==> src/rtl/alu_pkg.sv <==
// rtl/alu_pkg.sv - shared opcode/state types and width helpers for alu_seq
package alu_pkg;

  typedef enum logic [3:0] {
    OP_ADD   = 4'd0,
    OP_SUB   = 4'd1,
    OP_PADD  = 4'd2,
    OP_AND   = 4'd3,
    OP_SLTU  = 4'd4,
    OP_LUI   = 4'd5,
    OP_SLL   = 4'd6,
    OP_SRL   = 4'd7,
    OP_OR    = 4'd8,
    OP_XOR   = 4'd9,
    OP_SLT   = 4'd10,
    OP_SRA   = 4'd11,
    OP_PADDS = 4'd12,
    OP_MUL   = 4'd13,
    OP_PSUB  = 4'd14,
    OP_RSVD  = 4'd15
  } alu_op_e;

  typedef enum logic [1:0] {
    ST_IDLE = 2'd0,
    ST_MUL  = 2'd1,
    ST_DONE = 2'd2
  } alu_state_e;

  localparam int DEF_WIDTH     = 32;
  localparam int DEF_LANES     = 4;
  localparam int DEF_LUI_SHIFT = 12;

  function automatic int lane_width(input int width, input int lanes);
    return width / lanes;
  endfunction

  function automatic int shamt_width(input int width);
    return $clog2(width);
  endfunction

endpackage

==> src/rtl/alu_iter_mul.sv <==
// rtl/alu_iter_mul.sv - radix-2 shift-add multiplier, one multiplier bit per cycle
module alu_iter_mul import alu_pkg::*; #(
  parameter int WIDTH = DEF_WIDTH
) (
  input  logic             clk,
  input  logic             reset,
  input  logic             start,
  input  logic [WIDTH-1:0] a,
  input  logic [WIDTH-1:0] b,
  output logic             busy,
  output logic             done,
  output logic [WIDTH-1:0] product
);

  localparam int CW = $clog2(WIDTH) + 1;
  localparam logic [CW-1:0] LAST = CW'(WIDTH);

  logic [WIDTH-1:0] mcand_q, mplier_q, acc_q;
  logic [CW-1:0]    count_q;
  logic             busy_q;

  always_ff @(posedge clk or posedge reset) begin
    if (reset) begin
      mcand_q  <= '0;
      mplier_q <= '0;
      acc_q    <= '0;
      count_q  <= '0;
      busy_q   <= 1'b0;
    end else if (start) begin
      mcand_q  <= a;
      mplier_q <= b;
      acc_q    <= '0;
      count_q  <= '0;
      busy_q   <= 1'b1;
    end else if (busy_q) begin
      // done is held for one cycle after the last iteration so the owner can capture acc_q
      if (count_q == LAST) begin
        busy_q <= 1'b0;
      end else begin
        if (mplier_q[0]) acc_q <= acc_q + mcand_q;
        mcand_q  <= mcand_q << 1;
        mplier_q <= mplier_q >> 1;
        count_q  <= count_q + 1'b1;
      end
    end
  end

  assign busy    = busy_q;
  assign done    = busy_q && (count_q == LAST);
  assign product = acc_q;

endmodule

==> src/rtl/alu_seq.sv <==
// rtl/alu_seq.sv - handshaked ALU: single-cycle datapath, packed lanes, iterative multiply
module alu_seq import alu_pkg::*; #(
  parameter int WIDTH     = DEF_WIDTH,
  parameter int LANES     = DEF_LANES,
  parameter int LUI_SHIFT = DEF_LUI_SHIFT
) (
  input  logic             clk,
  input  logic             reset,
  input  logic             in_valid,
  output logic             in_ready,
  input  logic [WIDTH-1:0] sA,
  input  logic [WIDTH-1:0] sB,
  input  logic [3:0]       control,
  output logic             out_valid,
  input  logic             out_ready,
  output logic [WIDTH-1:0] result,
  output logic             zero
);

  localparam int LW = lane_width(WIDTH, LANES);
  localparam int SW = shamt_width(WIDTH);

  alu_state_e       state_q;
  logic [WIDTH-1:0] result_q, alu_d;
  logic             zero_q, out_valid_q;
  logic             accept, mul_busy, mul_done;
  logic [WIDTH-1:0] mul_product;
  logic [WIDTH-1:0] padd_w, psub_w, padds_w;
  logic [SW-1:0]    shamt;
  alu_op_e          op;

  assign op       = alu_op_e'(control);
  assign shamt    = sB[SW-1:0];
  assign in_ready = (state_q == ST_IDLE) || ((state_q == ST_DONE) && out_ready);
  assign accept   = in_valid && in_ready;

  // Each lane carries its own carry bit so nothing propagates across lane boundaries
  for (genvar g = 0; g < LANES; g++) begin : g_lane
    logic [LW:0]   sum;
    logic [LW-1:0] diff;
    assign sum  = {1'b0, sA[g*LW +: LW]} + {1'b0, sB[g*LW +: LW]};
    assign diff = sA[g*LW +: LW] - sB[g*LW +: LW];
    assign padd_w[g*LW +: LW]  = sum[LW-1:0];
    assign padds_w[g*LW +: LW] = sum[LW] ? {LW{1'b1}} : sum[LW-1:0];
    assign psub_w[g*LW +: LW]  = diff;
  end

  always_comb begin
    alu_d = '0;
    case (op)
      OP_ADD:   alu_d = sA + sB;
      OP_SUB:   alu_d = sA - sB;
      OP_PADD:  alu_d = padd_w;
      OP_AND:   alu_d = sA & sB;
      OP_SLTU:  alu_d = {{(WIDTH-1){1'b0}}, (sA < sB)};
      OP_LUI:   alu_d = {sB[WIDTH-1:LUI_SHIFT], {LUI_SHIFT{1'b0}}};
      OP_SLL:   alu_d = sA << shamt;
      OP_SRL:   alu_d = sA >> shamt;
      OP_OR:    alu_d = sA | sB;
      OP_XOR:   alu_d = sA ^ sB;
      OP_SLT:   alu_d = {{(WIDTH-1){1'b0}}, ($signed(sA) < $signed(sB))};
      OP_SRA:   alu_d = $signed(sA) >>> shamt;
      OP_PADDS: alu_d = padds_w;
      OP_PSUB:  alu_d = psub_w;
      default:  alu_d = '0;
    endcase
  end

  alu_iter_mul #(.WIDTH(WIDTH)) u_mul (
    .clk     (clk),
    .reset   (reset),
    .start   (accept && (op == OP_MUL)),
    .a       (sA),
    .b       (sB),
    .busy    (mul_busy),
    .done    (mul_done),
    .product (mul_product)
  );

  always_ff @(posedge clk or posedge reset) begin
    if (reset) begin
      state_q     <= ST_IDLE;
      result_q    <= '0;
      zero_q      <= 1'b1;
      out_valid_q <= 1'b0;
    end else begin
      case (state_q)
        ST_IDLE, ST_DONE: begin
          if (accept) begin
            if (op == OP_MUL) begin
              state_q     <= ST_MUL;
              out_valid_q <= 1'b0;
            end else begin
              result_q    <= alu_d;
              zero_q      <= (alu_d == '0);
              state_q     <= ST_DONE;
              out_valid_q <= 1'b1;
            end
          end else if ((state_q == ST_DONE) && out_ready) begin
            state_q     <= ST_IDLE;
            out_valid_q <= 1'b0;
          end
        end
        ST_MUL: begin
          if (mul_done) begin
            result_q    <= mul_product;
            zero_q      <= (mul_product == '0);
            state_q     <= ST_DONE;
            out_valid_q <= 1'b1;
          end else if (!mul_busy) begin
            state_q <= ST_IDLE;
          end
        end
        default: begin
          state_q     <= ST_IDLE;
          out_valid_q <= 1'b0;
        end
      endcase
    end
  end

  assign result    = result_q;
  assign zero      = zero_q;
  assign out_valid = out_valid_q;

endmodule

==> config.mk <==
export PLATFORM = sky130hd
export DESIGN_NAME = alu_seq
export DESIGN_NICKNAME = d
export VERILOG_FILES = /design/src/rtl/alu_pkg.sv /design/src/rtl/alu_iter_mul.sv /design/src/rtl/alu_seq.sv
export SDC_FILE = /design/constraint.sdc
export NUM_CORES = 1
export LEC_CHECK = 0
export CORE_AREA = 4 4 195 197
export CTS_CLUSTER_SIZE = 14
export DETAILED_ROUTE_END_ITERATION = 6
export DIE_AREA = 0 0 199 201
export HOLD_SLACK_MARGIN = 0.12
export PLACE_DENSITY = 0.78
export SLEW_MARGIN = 20
export SYNTH_ARGS = -nofsm -noshare
export SYNTH_HDL_FRONTEND = slang
export SYNTH_SLANG_ARGS = --single-unit
==> constraint.sdc <==
create_clock -name clk -period 5.8 [get_ports clk]
set_input_delay 1.16 -clock clk [delete_from_list [all_inputs] [get_ports clk]]
set_output_delay 1.16 -clock clk [all_outputs]
set_load 0.02 [all_outputs]
==> impl_summary.md, run 1 <==
CTS
The deepest clock path buffer count is 2. Clock tree synthesis found a total of 139 sinks. The later-pin clock latency in the skew report is 0.46 ns. The H-tree generated during clock tree synthesis spans 4 levels. The number of resized instances in the post-cts repair step is 0. The number of buffers added to fix hold violations after cts is 0. The number of buffers added by the clock tree synthesis step is 17. The tree is rooted in a clkbuf_16.

Post-CTS timing repair inserted 0 buffers for setup. TritonCTS built the clock tree. The clock-pin slew reported for the worst setup and hold paths after clock tree synthesis is 0.08 ns.

Worst setup path
The maximum cell stage delay along the critical path is approximately 0.74 ns. At the worst endpoint, the arrival time is 5.71 ns. In this run the worst path has a maximum fanout of 5. The library cell contributing the largest single delay on the critical path is clkdlybuf4s50_1. The kind of critical path is in2reg. The number of cells traversed by the worst register-to-register path is 15. Walking the worst path, the cells encountered are clkdlybuf4s50_1, inv_1, ha_1, nor3_1, o31ai_1, a21oi_1, o21ai_0, buf_4, a21o_1, o41ai_1, buf_4, nor2_1, nor2_1, a21oi_1, nor4_1, buf_4, nand2_1, o31ai_2.

The capture point of the worst path is zero. The worst register-to-register path ends at u_mul.product[30]. STA classifies the critical path startpoint as an input port. The register-to-register setup slack is approximately 1.6 ns. The most frequent cell on the critical path is buf_4. The startpoint of the most critical register-to-register path is u_mul.mcand_q[0]. At the worst endpoint, the required time is 6.18 ns. The nature of the critical path endpoint is a flip-flop. Tracing the worst setup path back leads to its startpoint at sA[1].

Routing
The remaining antenna violation count after routing is 0. The highest metal layer carrying signal wires in the routed design is met5. Across all layers, the routed design uses 21800 vias. Using the TritonRoute via totals, the vias-per-cell ratio works out to 7.13. The detailed-route wire length on metal 1 is roughly 35000 um.

The wire length after detailed routing is 92700 um. The DRC violations left is 6. Wire segments on met3 add up to 11400 um in the final route. The routed length per placed instance is 30.2 um. The number of DRC markers after the initial detailed-route iteration is roughly 2900. For this run, the detailed router's first-pass iteration total came to 7. Summed over all nets, wire length on met2 after detailed routing comes to a little under 40000 um.

Floorplanning
The floorplan core area is 36300 um^2. The effective utilization at floorplan is 51.6%. From bottom edge to top edge, the die measures around 200 um. In this run the horizontal extent of the chip is between 150 and 200 um. The number of primary I/O pins is 107. The die covers between 30000 and 40000 um^2. The number of core rows is 70.

Yosys
The fraction of synthesized cell area taken by the top area cell type is 18.5%. The leading register cell type out of synthesis is dfrtp_1. The proportion of synthesized chip area in sequential cells is between 10% and 20%. In this run, synthesis produced a sequential element count of 139. Summing the areas of all fa, ha and maj instances in the mapped netlist gives 10.3% of the synthesized area. The mean instance size in the synthesized netlist is 7.66 um^2.

After synthesis, the share of flip-flops with an asynchronous set or reset is 100%. After synthesis, the cell types taking the most area are dfrtp_1, ha_1, mux2i_1. The parity-gate share of the synthesized area counting xor and xnor cells is 2.44%.

The library cell occupying the most area in the post-synthesis netlist is dfrtp_1. After synthesis, the share of cell area in mux cells is 14.3%. After synthesis the cells add up to 18700 um^2.

The number of nets in the synthesized netlist is 2663. Synthesis produced a netlist whose cell count is roughly 2400. The number of enable-type register cells in the synthesized netlist is 0. By area, the combinational part of the netlist is dominated by compound AO/OA/AOI/OAI gates. Of the total synthesized cell area, the portion taken by AND, OR, NAND and NOR gates is 19.4%. Yosys mapped the design onto 86 distinct sky130hd cell types. For this run, the number of Yosys warnings is 0. By count the netlist is led by nand2_1, a21oi_1, nor2_1, o21ai_0, clkbuf_1. In the post-synthesis netlist, the cell with the most instances is nand2_1. The fraction of the mapped netlist area in compound gates is 28.6%.

Place
Buffers placed on the I/O ports in this run total 106. After detailed placement, the total cell area comes to 21300 um^2. Routability-driven placement finished with a final weighted congestion of 1.09. The number of placed instances, taps included, is 3032. The total half-perimeter wirelength after legalization and detailed placement is between 70000 and 80000 um. The pre-CTS setup slack is 0.176 ns.

Finish
The net count reported at finish is approximately 2800. The number of inserted diodes is 0. Once layout is done, the placed cells without fillers occupy 21900 um^2. The filler cells instantiated in the layout total 3322. Of the cells placed in the final design, the portion with a size suffix greater than 1 is 14.0%.

The non-filler instance count after layout is 3064. The signed area change from the synthesized netlist to the final layout is 17.1%.

Power
Power spread over the standard cell area amounts to 318 nW/um^2. The reported leakage power is between 0.009 and 0.01 uW. Across the VDD grid, the largest voltage drop is 0.428 mV. The share of total power in sequential cells is 25.2%. The net load switching power is roughly 3300 uW.

The switching share of total power is about 47%. The logic gate share of total power is 57.7%. The internal power of the cells is 3660 uW. The power share of the clock group is 17.1%.

STA
Setup slack on the critical path of the routed design comes to 0.469 ns. Derived from the worst setup path, the maximum achievable clock frequency is around 190 MHz. For the pin with the worst max-slew slack, the measured transition is 0.980 ns.

The normalized max-slew margin is 34.6%. The final clock period utilization by the worst path is 91.9%. The worst clock skew is 0.0268 ns. Setup repair after global routing left no endpoint under its margin. The final number of max-transition violations was 0. The number of hold violations in the final report is 0. The final-report setup violation count is 0. Counting I/O delays and the setup requirement, the final critical path takes approximately 5.3 ns. For the final routed database, the setup TNS stands at 0 ns.

Global route
The global-route wire length before repair is 136000 um. For this run, the total global-route usage over all layers was measured as approximately 45%. The number of global-route vias before repair was 21200. Entering global routing, the biggest net connects 140 pins. The overall overflow remaining after global route is 0. The initial antenna violation count is 2.

Job
The tool flagged a number of max-cap violations equal to 0.

Outcome
The checks that failed: design-rule violations. The run finished, with violations left.

Min path
The min-delay analysis places its worst path in the category reg2reg.
-- worst min path at each step --
stage	start	to	slack, ns	cells past startpoint
final	out_valid	out_valid	0.49	1
after global routing	out_valid	out_valid	0.51	1
after global placement	out_valid	out_valid	0.46	1
after detailed placement	out_valid	out_valid	0.47	1
after floorplan	u_mul.mplier_q[31]	u_mul.mplier_q[31]	0.47	1
after CTS	out_valid	out_valid	0.49	1
-- metrics by stage --
stage,total power (uW),hold slack [ns],utilization (%)
2_1_floorplan,4260,0.465,-
3_3_place_gp,5460,0.463,58.7
3_5_place_dp,5610,0.470,58.7
4_1_cts,6820,0.492,60.4
5_1_grt,7330,0.514,60.4
6_report,6970,0.492,60.4
-- cell usage in the layout, fill, tap and decap left out, types with 13 or more instances in the layout --
| master | count |
|---|---|
| a211oi_1 | 31 |
| a21o_1 | 40 |
| a21oi_1 | 197 |
| a221oi_1 | 24 |
| a22o_1 | 15 |
| a22oi_1 | 24 |
| a31oi_1 | 32 |
| and2_1 | 13 |
| and3_1 | 13 |
| buf_4 | 204 |
| clkbuf_16 | 17 |
| clkdlybuf4s50_1 | 101 |
| dfrtp_1 | 138 |
| ha_1 | 140 |
| inv_1 | 115 |
| mux2_2 | 37 |
| mux2i_1 | 137 |
| mux4_2 | 39 |
| nand2_1 | 264 |
| nand2b_1 | 15 |
| nand3_1 | 62 |
| nand4_1 | 23 |
| nor2_1 | 193 |
| nor2b_1 | 26 |
| nor3_1 | 58 |
| nor4_1 | 26 |
| o211ai_1 | 30 |
| o21a_1 | 13 |
| o21ai_0 | 186 |
| o221ai_1 | 16 |
| o22ai_1 | 26 |
| o31ai_1 | 14 |
| or3_1 | 16 |
| xnor2_1 | 40 |
-- power by group through the flow --
stage	sequential (uW)	combinational [uW]	clock [uW]
detailed placement	1740	3870	0
floorplan	1680	2580	0
CTS	1740	3900	1180
global placement	1730	3730	0
global route	1800	4310	1230
finish	1760	4020	1190
-- sequential cells by signal, indices dropped and copies added, names as in the netlist --
signal          count
u_mul.mcand_q      32
u_mul.product      32
u_mul.count_q       6
state_q             2
u_mul.busy          1
zero                1
out_valid           1
u_mul.mplier_q     32
result             32
-- routing by layer --
metal | vias to the layer above | global-route usage [%]
met4 | 2 | 26.0
met3 | 368 | 12.1
met5 | - | 0
met1 | 10500 | 58.1
li1 | 9366 | -
met2 | 1649 | 67.0
-- critical path: cells and delay by family --
kind | cells | cell delay [ns]
compound gates | 7 | 1.67
fa+ha+maj | 1 | 0.37
buf+inv | 5 | 1.49
simple gates | 5 | 0.99
-- cell families after synthesis --
| family | Yosys count |
|---|---|
| simple gates | 770 |
| mux | 213 |
| compound gates | 808 |
| flops | 139 |
| xor+xnor | 52 |
| fa+ha+maj | 149 |
| buf+inv | 311 |
-- final cells by class --
| type | count | area, um^2 | area share (%) |
|---|---|---|---|
| Sequential cell | 139 | 3480 | 15.9 |
| Tap cell | 468 | 586 | 2.67 |
| Clock inverter | 13 | 151 | 0.691 |
| Clock buffer | 19 | 453 | 2.07 |
| Inverter | 117 | 444 | 2.03 |
| Timing Repair Buffer | 316 | 2700 | 12.3 |
| Multi-Input combinational cell | 1992 | 14100 | 64.3 |
No activity file was read; power rests on OpenSTA's default activity.
==> run 2: changes to the inputs <==
--- a/config.mk
+++ b/config.mk
@@ -6,7 +6,6 @@
 export NUM_CORES = 1
 export LEC_CHECK = 0
 export CORE_AREA = 4 4 195 197
-export CTS_CLUSTER_SIZE = 14
 export DETAILED_ROUTE_END_ITERATION = 6
 export DIE_AREA = 0 0 199 201
 export HOLD_SLACK_MARGIN = 0.12
==> results of run 2 <==
Same layout as run 1: the final DEF is identical, and so are final timing and power.
